===== src/rtl/fifo_flex.sv =====
// Parametrised single-clock FIFO with level or falling-edge requests, registered or
// first-word-fall-through read data, occupancy count, threshold flags and sticky error flags.
module fifo_flex #(
    parameter int data_width  = 8,
    parameter int adder_width = 4,
    parameter bit edge_mode   = 1'b0,
    parameter bit fwft        = 1'b0,
    parameter int af_thresh   = 2**adder_width - 2,
    parameter int ae_thresh   = 1
) (
    input  logic                   clk,
    input  logic                   rst_n,
    input  logic                   clr,
    input  logic                   wrt,
    input  logic                   rd,
    input  logic [data_width-1:0]  din,
    output logic [data_width-1:0]  dout,
    output logic                   full,
    output logic                   empty,
    output logic                   almost_full,
    output logic                   almost_empty,
    output logic [adder_width:0]   count,
    output logic                   overflow,
    output logic                   underflow
);

    localparam int depth = 2**adder_width;
    localparam logic [adder_width:0] depth_lvl = (adder_width+1)'(depth);
    localparam logic [adder_width:0] af_lvl    = (adder_width+1)'(af_thresh);
    localparam logic [adder_width:0] ae_lvl    = (adder_width+1)'(ae_thresh);

    logic [data_width-1:0]  mem [depth];
    logic [adder_width-1:0] wr_ptr;
    logic [adder_width-1:0] rd_ptr;
    logic                   wr_req;
    logic                   rd_req;
    logic                   wr_acc;
    logic                   rd_acc;

    generate
        if (edge_mode) begin : g_edge
            logic wr_s1, wr_s2, rd_s1, rd_s2;

            // Two-flop synchroniser; a request is the 1->0 step between the two flops.
            always_ff @(posedge clk or negedge rst_n) begin
                if (!rst_n) begin
                    wr_s1 <= 1'b0;
                    wr_s2 <= 1'b0;
                    rd_s1 <= 1'b0;
                    rd_s2 <= 1'b0;
                end else begin
                    wr_s1 <= wrt;
                    wr_s2 <= wr_s1;
                    rd_s1 <= rd;
                    rd_s2 <= rd_s1;
                end
            end

            assign wr_req = wr_s2 & ~wr_s1;
            assign rd_req = rd_s2 & ~rd_s1;
        end else begin : g_level
            assign wr_req = wrt;
            assign rd_req = rd;
        end
    endgenerate

    assign full         = (count == depth_lvl);
    assign empty        = (count == '0);
    assign almost_full  = (count >= af_lvl);
    assign almost_empty = (count <= ae_lvl);

    // clr outranks both requests; a full FIFO still takes a write when a read frees a slot.
    assign rd_acc = ~clr & rd_req & ~empty;
    assign wr_acc = ~clr & wr_req & (~full | rd_acc);

    always_ff @(posedge clk) begin
        if (wr_acc) begin
            mem[wr_ptr] <= din;
        end
    end

    always_ff @(posedge clk or negedge rst_n) begin
        if (!rst_n) begin
            wr_ptr    <= '0;
            rd_ptr    <= '0;
            count     <= '0;
            overflow  <= 1'b0;
            underflow <= 1'b0;
        end else if (clr) begin
            wr_ptr    <= '0;
            rd_ptr    <= '0;
            count     <= '0;
            overflow  <= 1'b0;
            underflow <= 1'b0;
        end else begin
            if (wr_acc) begin
                wr_ptr <= wr_ptr + adder_width'(1);
            end
            if (rd_acc) begin
                rd_ptr <= rd_ptr + adder_width'(1);
            end
            if (wr_acc && !rd_acc) begin
                count <= count + (adder_width+1)'(1);
            end else if (rd_acc && !wr_acc) begin
                count <= count - (adder_width+1)'(1);
            end
            if (wr_req && !wr_acc) begin
                overflow <= 1'b1;
            end
            if (rd_req && !rd_acc) begin
                underflow <= 1'b1;
            end
        end
    end

    generate
        if (fwft) begin : g_fwft
            assign dout = empty ? '0 : mem[rd_ptr];
        end else begin : g_reg
            // Holds the last word read; clr leaves it untouched.
            always_ff @(posedge clk or negedge rst_n) begin
                if (!rst_n) begin
                    dout <= '0;
                end else if (rd_acc) begin
                    dout <= mem[rd_ptr];
                end
            end
        end
    endgenerate

endmodule


===== config.mk =====
export PLATFORM = sky130hd
export DESIGN_NAME = fifo_flex
export DESIGN_NICKNAME = d
export VERILOG_FILES = /design/src/rtl/fifo_flex.sv
export SDC_FILE = /design/constraint.sdc
export NUM_CORES = 1
export LEC_CHECK = 0
export BUFFER_PORTS_ARGS = -buffer_cell sky130_fd_sc_hd__buf_2
export CORE_MARGIN = 2
export CORE_UTILIZATION = 38
export DETAILED_ROUTE_END_ITERATION = 10
export GPL_TIMING_DRIVEN = 1
export SYNTH_ARGS = -nofsm -noshare
export SYNTH_HDL_FRONTEND = slang
export SYNTH_SLANG_ARGS = --single-unit

===== constraint.sdc =====
create_clock -name clk -period 2.4 [get_ports clk]
set_input_delay 0.36 -clock clk [delete_from_list [all_inputs] [get_ports clk]]
set_output_delay 0.36 -clock clk [all_outputs]
set_load 0.01 [all_outputs]

# Word-level counts from Yosys, hierarchy flattened
# Memory sizes are Yosys's and may differ from the RTL's. A register that Yosys moved wholly into a read port is not among the register bits.
# Index checks and enable logic that the tools add are counted.
# totals
register_bits	15
word_cells	47
out_inout_bits	19
ramBits	128
mem_count	1
in_bits	13
# classes
muxes	13
n_reduce_logical	13
n_bitwise	8
n_eq_ne	1
order_cmp	2
n_addsub	4
# mem_list
name	words	width	read_ports	rd_ports_with_merged_regs	wr	line_no	rtl
mem	16	8	1	1	1	32	logic [data_width-1:0] mem [depth];
# op_table
cell	n
4-bit 2-to-1 mux	4
5-bit 2-to-1 mux	3
4-bit by 1-bit adder with 4-bit output, second input constant	2
2-bit nonzero test	4
1-bit 2-to-1 mux	6
5-bit by 1-bit adder with 5-bit output, second input constant	1
5-bit equality test, second input constant	1
5-bit by 4-bit >= comparator with 1-bit output, second input constant	1
5-bit by 1-bit <= comparator with 1-bit output, second input constant	1
5-bit logical NOT	1
5-bit by 1-bit subtractor with 5-bit output, second input constant	1
1-bit bitwise AND	4
1-bit logical AND	4
1-bit logical NOT	3
1-bit inverter	3
3-bit nonzero test	1
1-bit OR	1

# Depth between registers and ports, before layout
# Gate-level depths: netlist (run 1).
# logic_depth
word_depth	10
depth_mapped	8
depth_no_buf	7

# Least setup slack after synthesis (run 1)
# OpenSTA, ideal clock, no wires.
# synth_timing
kind	register -> register
from	reg count[0]
to	mem mem[10][0], enable pin
n_path_buf	1
arrival_ns	2.141
setup_time_ns	0.332
required_time_ns	2.068
period_less_slack_ns	2.473
setup_slack_ns	-0.073
path_stages_with_launch	8
cell_sequence	dfrtp_1 > inv_1 > ha_1 > nor3b_4 > a31o_2 > clkbuf_1 > nor4b_1 > and2_1
# synth_between
elab_chain_len	7
elab_cells_between_ends	9
classes_between	eq/ne (1); mux (2); bitwise (5); reduce/logical (1)
# synth_lines
element	line_no	rtl
start, declared	22	output logic [adder_width:0] count,
start signal, assigned	103	count <= count + (adder_width+1)'(1);
start signal, assigned	105	count <= count - (adder_width+1)'(1);
5-bit logical NOT	68	assign empty = (count == '0);
1-bit inverter	73	assign rd_acc = ~clr & rd_req & ~empty;
1-bit bitwise AND	73	
1-bit OR *	74	assign wr_acc = ~clr & wr_req & (~full | rd_acc);
1-bit bitwise AND *	74	
1-bit 2-to-1 mux *	77	if (wr_acc) begin
1-bit 2-to-1 mux (implied by the code) *	78	mem[wr_ptr] <= din;
end, declared	32	
# Mark *: on every way between the ends. The rest lies on a longest branch, timed or not.

# Final worst setup path (run 1)
# layout_timing
from	reg count[1]
to	mem mem[15][2], enable pin
# The elaborated chain is that of the path after synthesis.

==> out/results.tsv, run 1 <==
metric	value	unit
GRT overflow	0	
post-synthesis instance total	346	
Initial Utilization	0.391	
wire per inst	21.2	um
# rows	46	
vias in the first global route	3430	
antenna violations before repair	0	
async set or reset register ratio after synthesis	0.152	
number of fill cells	1394	
Final Wtd Congestion	0.769	
count of final max-slew check failures	0	
Slowest-stage cell, CP	and2_1	
hold_sp	rd	
Post-Syn Nets	369	
CP bufs+invs	1	
clk root buf	clkbuf_16	
clock share of power	0.334	
final hold violation count	0	
worst skew pair latency	0.43	ns
PD cells	1040	mW/mm2
Worst path top cell family by delay	simple AND/OR/NAND/NOR gates	
post-route antenna net violation count	0	
number of flops mapped to enable cells by yosys	128	
HPWL after DPL	8930	um
critical path class	flip-flop to flip-flop	
Sw Pwr	2270	uW
initial drt markers	278	
Netlist Area Pre-Place	0.00626	mm2
CTS clk-pin slew, worst paths	0.06	ns
nature of the critical path endpoint	flip-flop	
Mean Syn Cell Area	18.1	um2
gr usage total	0.163	
DRT Pass-1 Iters	4	
ratio of final minimum period to clock period	0.938	
Max-Cap Viols	0	
switch share	0.297	
Hold WC Path Type	primary input to flip-flop	
largest net degree at the start of global routing	24	
warnings from Yosys	0	
Via Count	3340	
Num CTS Buffers	17	
# DRC	0	
status	finished, final reports clean	
IR Drop Worst-Case VDD	0.000537	V
Non-Filler Instances	629	
Die H	132	um
Total Routed Length	13400	um
Vias per Instance	5.31	
Req. time, crit path	2.48	ns
Period minus WS final	2.25	ns
CTS H-tree depth	4	
P_int	5390	uW
Post-Route Utilization	0.463	
Post-synth top flop	edfxtp_1	
crit path DAT	2.33	ns
chip width	132	um
RSZ-0062 raised after global routing	no	
Flop pwr share	0.413	
logic gate share of total power	0.253	
sequential-to-total area share from yosys stat	0.706	
I/O pins	32	
clk sink count	151	
worst clock skew	0.00783	ns
P&R area growth vs syn	18.2	%
main area contributors after synthesis	edfxtp_1 61%, mux4_2 12%, dfrtp_1 9.2%	
Worst-Margin Slew	0.734	ns
startpoint types	flip-flop	
P_leak	0.00259	uW
layout cells sized above 1	0.341	
fmax	444	MHz
Synth area leader	edfxtp_1	
dpl cells	596	
worst r2r src	count[1]	
crit path cell chain	inv_1 > ha_1 > nor3b_4 > a31o_2 > nor2_1 > and3_1 > and2_1	
global-route wire length before repair	20700	um
count of cell types in the netlist	41	
core area	0.0160	mm2
crit path max fanout	9	
crit path from	count[1]	
Final nets	423	
Rel. slew slack	0.506	
CTS tree	yes	
Synth Register Bits	151	
# setup viols final	0	
ant diodes	0	
buffers added on ports	31	
Clock Path Buffers	2	
Die ar.	0.0175	mm2
largest stage delay on the critical path	0.41	ns
share of the synthesized area in the top cell type	0.614	
## registers in the layout, indices dropped and copies added, names as in the netlist
| signal | count |
|---|---|
| rd_ptr | 4 |
| count | 5 |
| dout | 8 |
| mem | 128 |
| overflow | 1 |
| wr_ptr | 4 |
| underflow | 1 |
## cell type report
class	count	area, um2	area share
Inverter	8	30.0	0.00406
Sequential cell	151	4420	0.597
Tap cell	216	270	0.0365
Clock inverter	15	143	0.0193
Clock buffer	17	425	0.0575
Multi-Input combinational cell	169	1740	0.235
Timing Repair Buffer	53	373	0.0504
## layout by cell type (no fill, tap or decap), drive strengths merged, types with 2 or more instances in the layout
cell type / netlist / routed
mux4: 32 / 32
clkinvlp: 0 / 3
nand2b: 2 / 2
mux2i: 4 / 4
nor3b: 3 / 3
and3: 3 / 3
and2: 17 / 17
clkbuf: 8 / 17
nor4b: 4 / 4
nor4: 3 / 3
o211ai: 2 / 2
inv: 8 / 15
nand3: 6 / 6
xor2: 2 / 2
o21ai: 3 / 3
clkinv: 0 / 4
dfrtp: 23 / 23
xnor2: 6 / 6
ha: 10 / 10
nor3: 4 / 4
edfxtp: 128 / 128
nand2: 11 / 11
or3: 3 / 3
nor2: 14 / 14
mux2: 10 / 10
a22oi: 15 / 15
a21oi: 6 / 6
buf: 10 / 52
## per-layer routing
| metal | global-route usage | share of wire |
|---|---|---|
| met1 | 0.232 | 0.46 |
| met2 | 0.238 | 0.46 |
| met3 | 0.0488 | 0.071 |
| met4 | 0.0615 | 0.015 |
| met5 | 0 | 0 |
## power by group through the flow
stage	combinational [uW]	clock, uW	sequential [uW]
finish	1940	2560	3170
floorplan	1320	0	3190
global placement	1930	0	3220
CTS	1960	2590	3170
detailed placement	1950	0	3220
global route	2130	2710	3190
## through the flow
| step | power, uW | hold WS (ns) | setup TNS [ns] | setup slack, ns | cell area [um2] |
|---|---|---|---|---|---|
| finish | 7660 | 0.252 | 0 | 0.148 | 7400 |
| global route | 8030 | 0.260 | 0 | 0.00608 | 7400 |
| CTS | 7720 | 0.237 | 0 | 0.140 | 7390 |
| detailed placement | 5170 | 0.395 | 0 | 0.147 | 6820 |
| global placement | 5140 | 0.383 | 0 | 0.200 | 6820 |
| floorplan | 4510 | 0.0644 | -0.0682 | -0.00213 | 6270 |
## synth_stat cells, drive strengths merged (6+ instances only)
| cell | count |
|---|---|
| a21oi | 6 |
| a22oi | 15 |
| and2 | 17 |
| buf | 10 |
| clkbuf | 8 |
| dfrtp | 23 |
| edfxtp | 128 |
| ha | 10 |
| inv | 8 |
| mux2 | 10 |
| mux4 | 32 |
| nand2 | 11 |
| nand3 | 6 |
| nor2 | 14 |
| xnor2 | 6 |
## cells by family (layout without fill, tap and decap cells)
family                   Yosys count  in the layout  share of synthesized area
flip-flops                       151            151                      0.706
AND/OR/NAND/NOR                   75             75                     0.0709
multiplexers                      46             46                      0.139
AO/OA/AOI/OAI                     30             30                     0.0336
buffers and inverters             26             93                     0.0190
adder cells (fa/ha/maj)           10             10                     0.0200
XOR/XNOR                           8              8                     0.0112
## repair_timing
action                     in CTS  in global routing
setup endpoints to repair       0                 11
setup buffers                   0                  0
gates resized for setup         0                  3
hold buffers                    1                  0
hold endpoints to repair       23                  0
## final timing paths
kind                              endpoint  slack [ns]  depth (start not counted)
worst max-delay path            mem[15][2]        0.15                          7
worst min-delay path             underflow        0.25                          3
worst max register to register  mem[15][2]        0.15                          7
worst min register to register   underflow        0.49                          2
max in group asynchronous        rd_ptr[0]        1.52                          2
min in group asynchronous         count[3]        0.46                          2
## worst register-to-register path: cells and delay by family (launching register included)
kind,cells,cell delay (ns)
compound gates,1,0.35
flops,1,0.34
simple gates,4,0.88
buf+inv,1,0.09
fa+ha+maj,1,0.24
(Power assumes the default switching activity.)
==> run 2, diff against run 1 <==
Settings changed: ABC_AREA set to 1, SLEW_MARGIN set to 0.
==> run 2 against run 1 <==
Net effect: clock-buffer cell count grew 1; critical path depth rose by 1; utilization decreased by 1.4 points; clock power about the same; synthesized area is 11% higher; sequential power hardly changed; first-iteration DRC count up 56%; synthesized cell count grew 110%; largest cell class unchanged; die area increased by 11%; combinational power rose by 30%; highest routed layer unchanged; setup slack better by 0.052 ns; power rose by 7.5%.
==> out/results.tsv, run 2 <==
metric	value	unit
initial drt markers	435	
Max-Cap Viols	0	
Final TNS setup	0	ns
Via Count	4935	
crit path cell chain	inv_1 > ha_1 > nand3_4 > nand2_8 > nand2_4 > nand2_4 > nor3_1 > buf_4	
sequential-to-total area share from yosys stat	0.633	
CP bufs+invs	2	
nature of the critical path endpoint	flip-flop	
fmax	455	MHz
P&R area growth vs syn	15.4	%
commonest non-fill, non-tap cell in the layout	nand2_1	
ratio of final minimum period to clock period	0.917	
startpoint types	flip-flop	
Flop pwr share	0.385	
number of flops mapped to enable cells by yosys	128	
antenna violations before repair	0	
Slowest-stage cell, CP	dfrtp_1	
wire per inst	16.8	um
async set or reset register ratio after synthesis	0.152	
largest stage delay on the critical path	0.46	ns
commonest cells after routing, fill and taps aside	230 x nand2_1, 128 x edfxtp_1, 115 x inv_1	
status	finished, final reports clean	
Die H	140	um
Post-Syn Nets	734	
worst setup margin	0.200	ns
switch share	0.351	
clk sink count	151	
Synth Register Bits	151	
global-route wire length before repair	26000	um
crit path DAT	2.33	ns
critical path class	flip-flop to flip-flop	
# DRC	0	
Total Routed Length	16800	um
Initial Utilization	0.388	
Num CTS Buffers	17	
max reg flops	128	
Post-synth top flop	edfxtp_1	
Critical Path Most Common Cell	nand2_4	
Rel. slew slack	0.544	
buffers added on ports	31	
HPWL after DPL	10900	um
most frequent cell after synthesis	nand2_1	
CTS H-tree depth	4	
share of the synthesized area in the top cell type	0.551	
met1 wire length	7370	um
core area	0.0180	mm2
Vias per Instance	4.94	
# setup viols final	0	
# rows	49	
Worst path top cell family by delay	simple AND/OR/NAND/NOR gates	
wire length on met3	1030	um
I/O pins	32	
synth cell count leaders	230 x nand2_1, 128 x edfxtp_1, 115 x inv_1	
register bank with the most flops	mem	
ant diodes	0	
clk root buf	clkbuf_16	
crit path max fanout	19	
largest registers	mem (128), dout (8), count (5)	
Synth area leader	edfxtp_1	
Power Total	8240	uW
Final nets	782	
Req. time, crit path	2.53	ns
vias in the first global route	4713	
worst clock skew	0.00883	ns
P_leak	0.00362	uW
P_int	5350	uW
WHS	0.244	ns
Clock Path Buffers	2	
CTS clk-pin slew, worst paths	0.06	ns
main area contributors after synthesis	edfxtp_1 55%, nand2_1 12%, dfrtp_1 8.2%	
chip width	140	um
Sw Pwr	2890	uW
logic gate share of total power	0.307	
Mean Syn Cell Area	9.81	um2
post-synthesis instance total	711	
worst skew pair latency	0.42	ns
highest routed layer	met4	
GRT overflow	0	
Netlist Area Pre-Place	0.00698	mm2
gr usage total	0.180	
Place WS	0.231	ns
DRT Pass-1 Iters	5	
count of final max-slew check failures	0	
RSZ-0062 raised after global routing	no	
Hold WC Path Type	primary input to flip-flop	
CTS tree	yes	
PD cells	1020	mW/mm2
Final Wtd Congestion	0.852	
setup bufs post-CTS	0	
Die ar.	0.0195	mm2
clock share of power	0.308	
post-route antenna net violation count	0	
Period minus WS final	2.20	ns
number of fill cells	1708	
met2 routed WL	8040	um
final hold violation count	0	
warnings from Yosys	0	
count of cell types in the netlist	31	
largest net degree at the start of global routing	65	
Worst-Margin Slew	0.683	ns
layout cells sized above 1	0.137	
IR Drop Worst-Case VDD	0.000575	V
-- run 2: per-layer routing --
metal  up-vias  global-route usage
li1       2394                   -
met1      2346               0.242
met2       172               0.291
met3        23              0.0416
met4         0              0.0553
met5         -                   0
-- run 2: per-stage QoR --
step / util / instances / cell area, um2
floorplan: - / 711 / 6980
global placement: 0.416 / 968 / 7480
detailed placement: 0.416 / 968 / 7480
CTS: 0.448 / 1000 / 8050
global route: 0.448 / 1000 / 8050
finish: 0.448 / 1000 / 8050
-- run 2: cells by family (layout without fill, tap and decap cells) --
kind of cell	Yosys count	in the layout	share of synthesized area
flops	151	151	0.633
fa+ha+maj	10	10	0.0179
xor+xnor	5	5	0.00628
compound gates	13	13	0.0118
simple gates	379	379	0.242
buf+inv	153	213	0.0884
-- run 2: power groups by stage --
| stage | Combinational, uW | Sequential [uW] | Clock, uW |
|---|---|---|---|
| floorplan | 1730 | 3220 | 0 |
| CTS | 2530 | 3180 | 2570 |
| global placement | 2510 | 3230 | 0 |
| finish | 2530 | 3180 | 2530 |
| global route | 2860 | 3200 | 2690 |
| detailed placement | 2500 | 3230 | 0 |
-- run 2: final cells by class --
type | instances | area (um2) | share of cell area
Inverter | 123 | 462 | 0.0573
Multi-Input combinational cell | 407 | 1940 | 0.241
Timing Repair Buffer | 59 | 380 | 0.0472
Clock inverter | 13 | 133 | 0.0165
Sequential cell | 151 | 4420 | 0.549
Tap cell | 229 | 287 | 0.0356
Clock buffer | 18 | 429 | 0.0533
-- run 2: final timing paths --
kind	start	endpoint	slack [ns]	cells after the start
max in group asynchronous	rst_n	rd_ptr[0]	1.55	2
hold / removal	wrt	overflow	0.24	3
setup reg to reg	count[0]	mem[0][2]	0.20	8
setup / recovery	count[0]	mem[0][2]	0.20	8
min in group asynchronous	rst_n	rd_ptr[1]	0.45	2
hold reg to reg	dout[3]	dout[3]	0.49	2
-- run 2: worst register-to-register path, cell delays in order, from the launching register on --
cell,delay (ns)
dfrtp_1,0.46
inv_1,0.16
ha_1,0.28
nand3_4,0.14
nand2_8,0.12
nand2_4,0.11
nand2_4,0.16
nor3_1,0.29
buf_4,0.20
-- run 2: what timing repair did --
item / CTS / global route
hold endpoints to repair: 23 / 0
resized for setup: 0 / 0
hold buffers: 1 / 0
